**src/rtl/acc_pkg.sv**
```systemverilog
// Shared types and constants for the classification-accelerator sequencer.
package acc_pkg;

   typedef enum logic [1:0] {
      IDLE  = 2'd0,
      ISSUE = 2'd1,
      WAIT  = 2'd2,
      FIN   = 2'd3
   } state_t;

   localparam int          LIMIT_W  = 4;
   localparam logic [3:0]  ERR_PRED = 4'hF;
   localparam int          SCORE_W  = 16;

   // Most-negative two's-complement value for an arbitrary score width.
   function automatic logic [63:0] most_neg(input int w);
      return 64'd1 << (w - 1);
   endfunction

   localparam logic [SCORE_W-1:0] MOST_NEG_SCORE = SCORE_W'(most_neg(SCORE_W));

endpackage

```
**src/rtl/acc_argmax_tracker.sv**
```systemverilog
// Running argmax over signed scores; strict greater-than so ties keep the lower index.
module acc_argmax_tracker
   import acc_pkg::*;
#(
   parameter int DATA_W = 16,
   parameter int PRED_W = 4
) (
   input  logic              clk_i,
   input  logic              rst_n,
   input  logic              clear,
   input  logic              valid,
   input  logic [DATA_W-1:0] score,
   input  logic [PRED_W-1:0] index,
   output logic [PRED_W-1:0] best_idx
);

   localparam logic [DATA_W-1:0] MIN_SCORE = DATA_W'(most_neg(DATA_W));

   logic [DATA_W-1:0] best_score;

   always_ff @(posedge clk_i or negedge rst_n) begin
      if (!rst_n) begin
         best_score <= MIN_SCORE;
         best_idx   <= '0;
      end else if (clear) begin
         best_score <= MIN_SCORE;
         best_idx   <= '0;
      end else if (valid && ($signed(score) > $signed(best_score))) begin
         best_score <= score;
         best_idx   <= index;
      end
   end

endmodule

```
**src/rtl/acc_sequencer.sv**
```systemverilog
// Issues one engine job per class for an ACC instruction and returns the argmax on predict.
// Optional ACC_SEQ_PERF_EN adds perf_cycles / perf_drops counters.
module acc_sequencer
   import acc_pkg::*;
#(
   parameter int DATA_W    = 16,
   parameter int NUM_CLASS = 10,
   parameter int PRED_W    = 4,
   parameter int TIMEOUT   = 1023
) (
   input  logic              clk_i,
   input  logic              rst_n,
   input  logic              acc_req,
   input  logic [DATA_W-1:0] rm_i,
   input  logic [DATA_W-1:0] rn_i,
   output logic              acc_done,
   output logic [PRED_W-1:0] predict,
   output logic              busy,
   output logic              err,
   output logic              eng_start,
   output logic [PRED_W-1:0] eng_class,
   output logic [DATA_W-1:0] eng_base,
   input  logic              eng_valid,
   input  logic [DATA_W-1:0] eng_score
`ifdef ACC_SEQ_PERF_EN
  ,output logic [15:0]       perf_cycles,
   output logic [7:0]        perf_drops
`endif
);

   localparam int TMO_W = $clog2(TIMEOUT + 1);

   state_t            state;
   logic [PRED_W-1:0] cls;
   logic [PRED_W-1:0] lim;
   logic [TMO_W-1:0]  tmo;
   logic [PRED_W-1:0] req_lim;
   logic [PRED_W-1:0] best_idx;
   logic              accept;
   logic              trk_vld;

   // Only the low nibble of Rn carries the class count.
   wire unused_rn = &{1'b0, rn_i[DATA_W-1:LIMIT_W]};

   assign accept  = (state == IDLE) && acc_req;
   assign trk_vld = (state == WAIT) && eng_valid;

   always_comb begin
      req_lim = PRED_W'(NUM_CLASS);
      if ((rn_i[LIMIT_W-1:0] != '0) && (rn_i[LIMIT_W-1:0] <= LIMIT_W'(NUM_CLASS)))
         req_lim = PRED_W'(rn_i[LIMIT_W-1:0]);
   end

   acc_argmax_tracker #(.DATA_W(DATA_W), .PRED_W(PRED_W)) u_argmax (
      .clk_i    (clk_i),
      .rst_n    (rst_n),
      .clear    (accept),
      .valid    (trk_vld),
      .score    (eng_score),
      .index    (cls),
      .best_idx (best_idx)
   );

   always_ff @(posedge clk_i or negedge rst_n) begin
      if (!rst_n) begin
         state     <= IDLE;
         cls       <= '0;
         lim       <= '0;
         tmo       <= '0;
         acc_done  <= 1'b0;
         predict   <= '0;
         busy      <= 1'b0;
         err       <= 1'b0;
         eng_start <= 1'b0;
         eng_class <= '0;
         eng_base  <= '0;
      end else begin
         eng_start <= 1'b0;
         case (state)
            IDLE: begin
               if (acc_req) begin
                  eng_base  <= rm_i;
                  lim       <= req_lim;
                  acc_done  <= 1'b0;
                  err       <= 1'b0;
                  busy      <= 1'b1;
                  cls       <= '0;
                  eng_class <= '0;
                  eng_start <= 1'b1;
                  state     <= ISSUE;
               end
            end
            ISSUE: begin
               tmo   <= '0;
               state <= WAIT;
            end
            WAIT: begin
               // A score arriving on the expiry cycle takes priority over the timeout.
               if (eng_valid) begin
                  if (cls == lim - PRED_W'(1)) begin
                     state <= FIN;
                  end else begin
                     cls       <= cls + PRED_W'(1);
                     eng_class <= cls + PRED_W'(1);
                     eng_start <= 1'b1;
                     state     <= ISSUE;
                  end
               end else if (tmo == TMO_W'(TIMEOUT - 1)) begin
                  err   <= 1'b1;
                  state <= FIN;
               end else begin
                  tmo <= tmo + TMO_W'(1);
               end
            end
            FIN: begin
               predict  <= err ? PRED_W'(ERR_PRED) : best_idx;
               acc_done <= 1'b1;
               busy     <= 1'b0;
               state    <= IDLE;
            end
            default: state <= IDLE;
         endcase
      end
   end

`ifdef ACC_SEQ_PERF_EN
   always_ff @(posedge clk_i or negedge rst_n) begin
      if (!rst_n) begin
         perf_cycles <= '0;
         perf_drops  <= '0;
      end else begin
         if (accept)
            perf_cycles <= '0;
         else if ((state != IDLE) && (perf_cycles != '1))
            perf_cycles <= perf_cycles + 16'd1;
         if (acc_req && (state != IDLE) && (perf_drops != '1))
            perf_drops <= perf_drops + 8'd1;
      end
   end
`endif

endmodule

```
**config.mk**
```make
export PLATFORM = sky130hd
export DESIGN_NAME = acc_sequencer
export DESIGN_NICKNAME = d
export VERILOG_FILES = /design/src/rtl/acc_pkg.sv /design/src/rtl/acc_argmax_tracker.sv /design/src/rtl/acc_sequencer.sv
export SDC_FILE = /design/constraint.sdc
export NUM_CORES = 1
export LEC_CHECK = 0
export ABC_AREA = 1
export CAP_MARGIN = 40
export CORE_MARGIN = 1
export CORE_UTILIZATION = 40
export CTS_CLUSTER_SIZE = 8
export DETAILED_ROUTE_END_ITERATION = 8
export MAX_ROUTING_LAYER = met4
export PLACE_DENSITY = 0.66
export SYNTH_ARGS = -nofsm -noshare
export SYNTH_HDL_FRONTEND = slang
export SYNTH_HIERARCHICAL = 1
export SYNTH_SLANG_ARGS = --single-unit
export TNS_END_PERCENT = 1
```
**constraint.sdc**
```tcl
create_clock -name clk_i -period 2.5 [get_ports clk_i]
set_clock_uncertainty 0.05 [all_clocks]
set_input_delay 0.375 -clock clk_i [delete_from_list [all_inputs] [get_ports clk_i]]
set_output_delay 0.375 -clock clk_i [all_outputs]
set_load 0.01 [all_outputs]
```
* After elaboration in Yosys (flattened, before gate mapping)
Cells that the tools add are included.
** Word-level totals
- Bits in registers :: 64
- Latch bits :: 0
- RAM bits :: 0
- ROM bits :: 0
- Bits of input ports :: 52
- Logic and storage cells :: 74
- Memories kept :: 0
** Cells by class
- Add/sub/neg operators :: 3
- $mul :: 0
- Div/mod/pow operators :: 0
- $lt $le $gt $ge :: 2
- Eq/ne operators :: 12
- Shift operators :: 0
- Multiplexer cells :: 29
- Bitwise operators :: 0
- Reduce and logical (&&, ||, !) cells :: 16
** Operator list (number)
- $mux W16 :: 2
- $mux W4 :: 7
- $mux W10 :: 2
- $pmux W10 S2 :: 1
- $gt A16 B16 Y1 :: 1
- $add A10 B1 Y10 const B :: 1
- $eq A10 B10 Y1 const B :: 1
- $ne A2 B2 Y1 const B :: 5
- $mux W2 :: 4
- $pmux W1 S2 :: 4
- $pmux W2 S4 :: 1
- $pmux W4 S2 :: 1
- $reduce_and A4 Y1 :: 2
- $reduce_bool A2 Y1 :: 4
- $mux W1 :: 7
- $reduce_and A2 Y1 :: 3
- $add A4 B1 Y4 const B :: 1
- $eq A2 B2 Y1 const B :: 2
- $eq A4 B4 Y1 :: 1
- $le A4 B4 Y1 const B :: 1
- $logic_and A1 B1 Y1 :: 4
- $reduce_bool A4 Y1 :: 1
- $sub A4 B1 Y4 const B :: 1
- $ne A3 B2 Y1 const B :: 1
- 4 further kinds :: 4

* Longest topological paths before layout
Gate-level depths: netlist (run 1).
- Depth after elaboration :: 5
- Depth in mapped cells :: 16
- Gate-level depth less buffers :: 16

* Cells and area by module
Netlist (run 1), hierarchy kept.
** Modules (own cells, without submodules)
- acc_sequencer :: times used 1, cells an instance 277, area each 2195.9 µm², sequential area each 1101.1 µm²
- acc_argmax_tracker :: times used 1, cells an instance 169, area each 1321.3 µm², sequential area each 501.7 µm²

* Worst setup path after synthesis (run 1)
OpenSTA, ideal clock, no wires.
- Path type :: register to register
- Start :: register u_argmax.best_score[15]
- End :: register u_argmax.best_idx[0]
- Arrival :: 1898 ps
- Required time :: 2384 ps
- Slack :: 486 ps
- Cell stages (with the launch flop) :: 12
- Buffers on the path :: 1
- Clock period less this slack :: 2014 ps
- Cells stage by stage :: dfstp_2 > inv_1 > ha_1 > nand2_1 > nor2_1 > and2b_2 > a31oi_1 > nand2_2 > nor2_4 > buf_6 > nand3_1 > nand2_1
** On the way
- Cells in the longest elaborated chain, start to end :: 3
** RTL lines
- start: declaration :: line acc_argmax_tracker.sv:19 : logic [DATA_W-1:0] best_score;
- start signal: assignment :: line acc_argmax_tracker.sv:29 : best_score <= score;
- $gt A16 B16 Y1 :: line acc_argmax_tracker.sv:28 : end else if (valid && ($signed(score) > $signed(best_score))) begin
- $logic_and A1 B1 Y1 :: line acc_argmax_tracker.sv:28
- $reduce_bool A2 Y1 (no source line)
- end signal: assignment :: line acc_argmax_tracker.sv:30 : best_idx <= index;
- end: declaration :: line acc_argmax_tracker.sv:14 : output logic [PRED_W-1:0] best_idx
No other way between the ends.
A chain may end at the register's enable or synchronous reset.

* Worst setup path after layout (run 1)
- Start :: register u_argmax.best_score[15]
- End :: register u_argmax.best_idx[3]
The elaborated chain is that of the path after synthesis.

==> impl_metrics.csv, run 1 <==
group,metric,value,unit
outcome,status,"completed",
route,routed_wirelength,7780,um
logic_synthesis,yosys.cell_types.count,36,
logic_synthesis,ys.warnings.count,6,
logic_synthesis,ys_ff_latch,64,
final_layout,drive_gt1_share,8.75,%
logic_synthesis,yosysSeqAreaShare,45.6,%
cts,cts_root_buffer,"clkbuf_8",
cts,cts.sink_count,64,
logic_synthesis,synth_fa_ha_area_share,7.11,%
route,dr.first_iter.drc_count,137,
logic_synthesis,netlist_instances,446,
timing,relSlewSlack,69.0,%
timing,post-route-period-util,87.7,%
critical_path,critPathLaunchType,"register",
final_layout,nFillCells,760,
timing,report.final.slew_viol_count,0,
global_route,overflow,0,
route,route.detailed.drc,0,
placed_design,port_buffers,67,
timing,worstMarginPinSlew,465,ps
placed_design,dp_cells,614,
logic_synthesis,synthTopCellsByArea,"dfrtp_1 (45%), nand2_1 (16%), nand3_1 (9.2%), ha_1 (7.1%), inv_1 (4.9%)",
route,first_pass_iters,4,
power,total_power,4.82,mW
timing,max_freq,0.456,GHz
global_route,grtUsageTotal,19.2,%
final_layout,final_area,4560,um^2
run,cap_violations,0,
logic_synthesis,synth_top_family_by_area,"simple AND/OR/NAND/NOR gates",
logic_synthesis,ys_top_cells_by_count,"nand2_1 (149), nand3_1 (65), dfrtp_1 (63)",
placed_design,dp_slack,28.4,ps
global_route,grt_antenna_before_repair,0,
final_layout,num_antenna_cells,0,
logic_synthesis,synth_top_area_share,44.8,%
logic_synthesis,muxShareOfSynthArea,0,%
critical_path,cp-startpoint,"u_argmax/best_score[15]$_DFFE_PN1P_",
die,num_rows,33,
logic_synthesis,synth_xor_area_share,0.996,%
cts,postCtsHoldBufs,1,
timing,rsz0062_at_grt,"no",
route,wire_per_inst,12.3,um
critical_path,worstPathArrival,2430,ps
logic_synthesis,async_reset_ff_share,100,%
cts,clkLatencyLatePin,350,ps
critical_path,path_class,"register to register",
die,core,8380,um^2
logic_synthesis,syn_avg_cell_area,7.89,um^2
placed_design,hpwl,5370,um
final_layout,area_delta_synth_final,29.6,%
logic_synthesis,yosys.area_share.simple,33.7,%
timing,hold_viol_final,0,
placed_design,gp_congestion,0.851,
final_layout,final_nets,593,
timing,final.setup.worst_slack,308,ps
worst_hold_path,worstHoldStart,"acc_done$_DFFE_PN0P_",
logic_synthesis,synth_compound_area_share,4.84,%
die,die_y,95.8,um
timing,worst_hold_slack,426,ps
die,io_pins,80,
placed_design,place_area,4310,um^2
logic_synthesis,synth_area,3520,um^2
logic_synthesis,synth_edf_count,0,
cts,clkSlewWorstSetupHoldPaths,80,ps
cts,cts_resized,0,
global_route,grt_pass1_vias,2979,
critical_path,critPathCaptureType,"register",
route,detail-route-antenna-nets,0,
final_layout,multiInputGateArea,1640,um^2
die,dieArea,9170,um^2
global_route,grt_max_degree,65,
cts,cts_buffer_depth,2,
die,start_util,42.0,%
power,ir_worst_vdd,0.453,mV
final_layout,final_core_util,54.4,%
route,vias,3149,
timing,fin_tns_setup,0,ps
critical_path,worstPathRequired,2740,ps
route,post_drt_via_cell_ratio,4.99,
power,power_density,1060,nW/um^2
logic_synthesis,synth_ff_type,"dfrtp_1",
cts,cts_setup_buffers,0,
die,die_w,95.8,um
timing,timing.final.crit_period,2190,ps
cts,htreeDepth,3,
logic_synthesis,synth_most_common_cell,"nand2_1",
final_layout,register_area,1600,um^2
critical_path,worst_r2r_startpoint,"u_argmax/best_score[15]$_DFFE_PN1P_",
final_layout,fin_cells,631,
cts,cts_made_buffers,9,
critical_path,cp_max_fo,9,
timing,setup_viol,0,
logic_synthesis,yosysTopAreaCell,"dfrtp_1",
logic_synthesis,synthesis.nets,518,
cts,cts_tree,"done",
worst_hold_path,hold_path.class,"register to register",
power,power_leakage,2.29,nW
global_route,grt_pass1_wl,13100,um
==> layout make-up <==
class | count | share of cell area [%]
Clock inverter | 6 | 2.36
Inverter | 49 | 4.04
Multi-Input combinational cell | 319 | 36.0
Tap cell | 105 | 2.88
Clock buffer | 10 | 2.80
Sequential cell | 64 | 35.2
Timing Repair Buffer | 78 | 16.7
==> cell families (layout without fill, tap and decap cells) <==
| family | count (synthesis) | in the layout |
|---|---|---|
| buf+inv | 63 | 143 |
| flops | 64 | 64 |
| simple gates | 267 | 267 |
| xor+xnor | 4 | 4 |
| compound gates | 28 | 28 |
| fa+ha+maj | 20 | 20 |
==> sequential cells by signal, summed over array words and instances, names as in the netlist <==
name / cells
u_argmax/best_score: 16
predict: 4
eng_base: 16
err: 1
cls: 4
acc_done: 1
eng_start: 1
lim: 4
tmo: 10
busy: 1
u_argmax/best_idx: 4
state: 2
==> worst max-delay path: stages (launching register included) <==
cell and delay (ps):
dfstp_2 530, inv_1 40, ha_1 330, a21oi_1 170, o21ai_0 100, a21oi_1 240
nand3_1 160, nand3_1 160, buf_4 180, nand3_1 90, nand2_1 90
==> metal layers <==
layer | global-route usage, % | wire length [um]
met5 | - | 0
met4 | 6.84 | 106
met3 | 4.90 | 375
met2 | 30.5 | 3640
met1 | 23.7 | 3650
==> path summary, 6_finish.rpt <==
| check | endpoint | slack (ps) | depth (start not counted) |
|---|---|---|---|
| worst max-delay path | u_argmax/best_idx[3]$_DFFE_PN0P_ | 310 | 10 |
| worst min-delay path | acc_done$_DFFE_PN0P_ | 430 | 2 |
| worst max register to register | u_argmax/best_idx[3]$_DFFE_PN0P_ | 310 | 10 |
| worst min register to register | acc_done$_DFFE_PN0P_ | 430 | 2 |
| max in group asynchronous | u_argmax/best_score[15]$_DFFE_PN1P_ | 1580 | 3 |
| min in group asynchronous | u_argmax/best_score[7]$_DFFE_PN0P_ | 500 | 3 |
==> report_power, final <==
group	total, mW	internal (mW)	leakage (nW)	switching [mW]
clock	1.08	0.659	0.116	0.421
sequential	1.68	1.42	0.831	0.259
combinational	2.06	0.924	1.35	1.14
==> cells in the final DEF, fill, tap and decap left out, types with 10 or more instances in the layout <==
cell               n
nor2_1            28
inv_1             46
ha_1              20
dfrtp_1           63
a21oi_1           10
clkdlybuf4s50_1   66
nand3_1           65
nand2_1          149
(Power assumes the default switching activity.)
==> inputs of run 2 (changes only) <==
- GPL_ROUTABILITY_DRIVEN: default -> 0
==> results of run 2 <==
No change in the layout: final DEF, timing and power equal those of run 1.
==> inputs of run 3 (changes only) <==
- CORE_MARGIN: 1 -> 4
==> run 3 against run 2 <==
Clock power shrank 7%. Worst hold slack is essentially flat. Combinational power is essentially flat. Via count shrank 0.76%. Die area grew 13%. Register-to-register slack lost 20 ps. Setup slack lost 24 ps. First-iteration DRC count shrank 15%. Non-clock buffer count shrank 1. Design area shrank 0.49%. Routed wire length grew 4.8%. Highest routed layer unchanged. Utilization shrank 0.27 points.
==> impl_metrics.csv, run 3 (synthesis gave the netlist of run 1 again) <==
group,metric,value,unit
route,post_drt_via_cell_ratio,4.96,
power,swShare,38.9,%
timing,timing.final.crit_period,2220,ps
global_route,overflow,0,
route,vias,3125,
critical_path,critPathLaunchType,"register",
final_layout,top_regs,"eng_base (16), u_argmax/best_score (16), tmo (10)",
power,pwr-share-seq,35.6,%
critical_path,cp_num_buf_inv,2,
final_layout,final_nets,592,
power,ir_worst_vdd,0.499,mV
die,start_util,42.0,%
power,power_frac_comb,43.4,%
global_route,grt_pass1_wl,13800,um
power,p_sw,1.85,mW
final_layout,area_delta_synth_final,29.0,%
critical_path,cp_cell_sequence,"inv_1 -> ha_1 -> a21oi_1 -> o21ai_0 -> a21oi_1 -> nand3_1 -> nand3_1 -> buf_4 -> nand3_1 -> nand2_1",
cts,clkSlewWorstSetupHoldPaths,80,ps
global_route,grt_max_degree,65,
route,first_pass_iters,4,
final_layout,final_area,4540,um^2
critical_path,cp_slowest_cell,"dfstp_2",
final_layout,final_cell_mix,"nand2_1 (149), clkdlybuf4s50_1 (66), nand3_1 (65), dfrtp_1 (63), inv_1 (46)",
power,power_density,1050,nW/um^2
route,route.detailed.drc,0,
critical_path,critPathCaptureType,"register",
final_layout,num_antenna_cells,0,
timing,setup_viol,0,
route,dr.first_iter.drc_count,116,
critical_path,r2r_cells,10,
cts,cts_resized,0,
die,num_rows,33,
timing,hold_viol_final,0,
die,dieArea,10400,um^2
timing,relSlewSlack,69.4,%
final_layout,layout_commonest_cell,"nand2_1",
critical_path,path_class,"register to register",
global_route,grtUsageTotal,17.3,%
cts,cts_root_buffer,"clkbuf_8",
worst_hold_path,holdPathStages,2,
die,core,8380,um^2
cts,htreeDepth,3,
critical_path,critPathMaxStageDelay,540,ps
timing,fin_tns_setup,0,ps
power,p_int,2.90,mW
die,die_y,102,um
die,die_w,102,um
worst_hold_path,hold_path.class,"register to register",
timing,report.final.slew_viol_count,0,
route,wire_per_inst,12.9,um
critical_path,cp_top_family,"flip-flops",
placed_design,port_buffers,67,
global_route,grt_antenna_before_repair,0,
timing,worstMarginPinSlew,460,ps
power,p_clk_share,21.0,%
cts,cts_setup_buffers,0,
cts,clkLatencyLatePin,350,ps
final_layout,drive_gt1_share,8.76,%
cts,cts_made_buffers,9,
timing,max_freq,0.451,GHz
global_route,grt_pass1_vias,3072,
run,cap_violations,0,
cts,cts.sink_count,64,
cts,cts_buffer_depth,2,
route,routed_wirelength,8150,um
critical_path,worst-path-stages,10,
die,io_pins,80,
critical_path,worstPathArrival,2450,ps
cts,postCtsHoldBufs,1,
power,power_leakage,2.29,nW
placed_design,place_area,4310,um^2
critical_path,worstPathRequired,2740,ps
timing,rsz0062_at_grt,"no",
placed_design,hpwl,5740,um
cts,cts_tree,"done",
route,detail-route-antenna-nets,0,
critical_path,cp_max_fo,8,
critical_path,cpMostUsedCell,"nand3_1",
timing,post-route-period-util,88.6,%
outcome,status,"completed",
==> run 3: changes by cell type in the layout (fill, tap and decap cells not counted), sizes merged <==
cell      change
buf           -1
clkinvlp      -1
clkinv        +3
clkbuf        -1
bufinv        -1
==> run 3: worst paths after layout <==
kind | startpoint | to | slack [ps]
max reg2reg | u_argmax/best_score[15]$_DFFE_PN1P_ | u_argmax/best_score[8]$_DFFE_PN0P_ | 280
min in group asynchronous | rst_n | u_argmax/best_score[9]$_DFFE_PN0P_ | 530
min | acc_done$_DFFE_PN0P_ | acc_done$_DFFE_PN0P_ | 430
max in group asynchronous | rst_n | u_argmax/best_score[15]$_DFFE_PN1P_ | 1560
min reg2reg | acc_done$_DFFE_PN0P_ | acc_done$_DFFE_PN0P_ | 430
max | u_argmax/best_score[15]$_DFFE_PN1P_ | u_argmax/best_score[8]$_DFFE_PN0P_ | 280
==> run 3: through the flow <==
step	util (%)	cells	power (mW)	setup WS (ps)	hold slack, ps
global placement	51.4	613	3.71	90.5	371
global route	54.1	630	5.18	61.6	462
floorplan	-	446	2.97	486	29.4
detailed placement	51.4	613	3.79	11.6	374
CTS	54.1	630	4.82	280	431
finish	54.1	630	4.76	284	426
==> run 3: power groups by stage <==
stage          Clock [mW]  Combinational [mW]  Sequential, mW
2_1_floorplan           0                1.22            1.75
3_3_place_gp            0                2.02            1.69
5_1_grt              1.07                2.35            1.75
3_5_place_dp            0                2.09            1.70
6_report            0.999                2.06            1.69
4_1_cts              1.03                2.10            1.69
==> run 3: worst min-delay path: stages (launching register included) <==
cell and delay, ps:
dfrtp_1 350, nand2_1 50, nand2_1 50
==> run 3: layout make-up <==
cell class / instances / area [um^2]
Tap cell: 105 / 131
Sequential cell: 64 / 1600
Timing Repair Buffer: 77 / 756
Multi-Input combinational cell: 319 / 1640
Fill cell: 800 / 3850
Clock buffer: 9 / 124
Inverter: 49 / 184
Clock inverter: 7 / 96.3
==> run 3: metal layers <==
layer | track usage (%) | vias up | routed length, um
met4 | 4.29 | 0 | 70
met3 | 4.75 | 7 | 422
met2 | 28.1 | 69 | 3950
met1 | 21.3 | 1472 | 3710
met5 | - | - | 0
li1 | - | 1577 | -
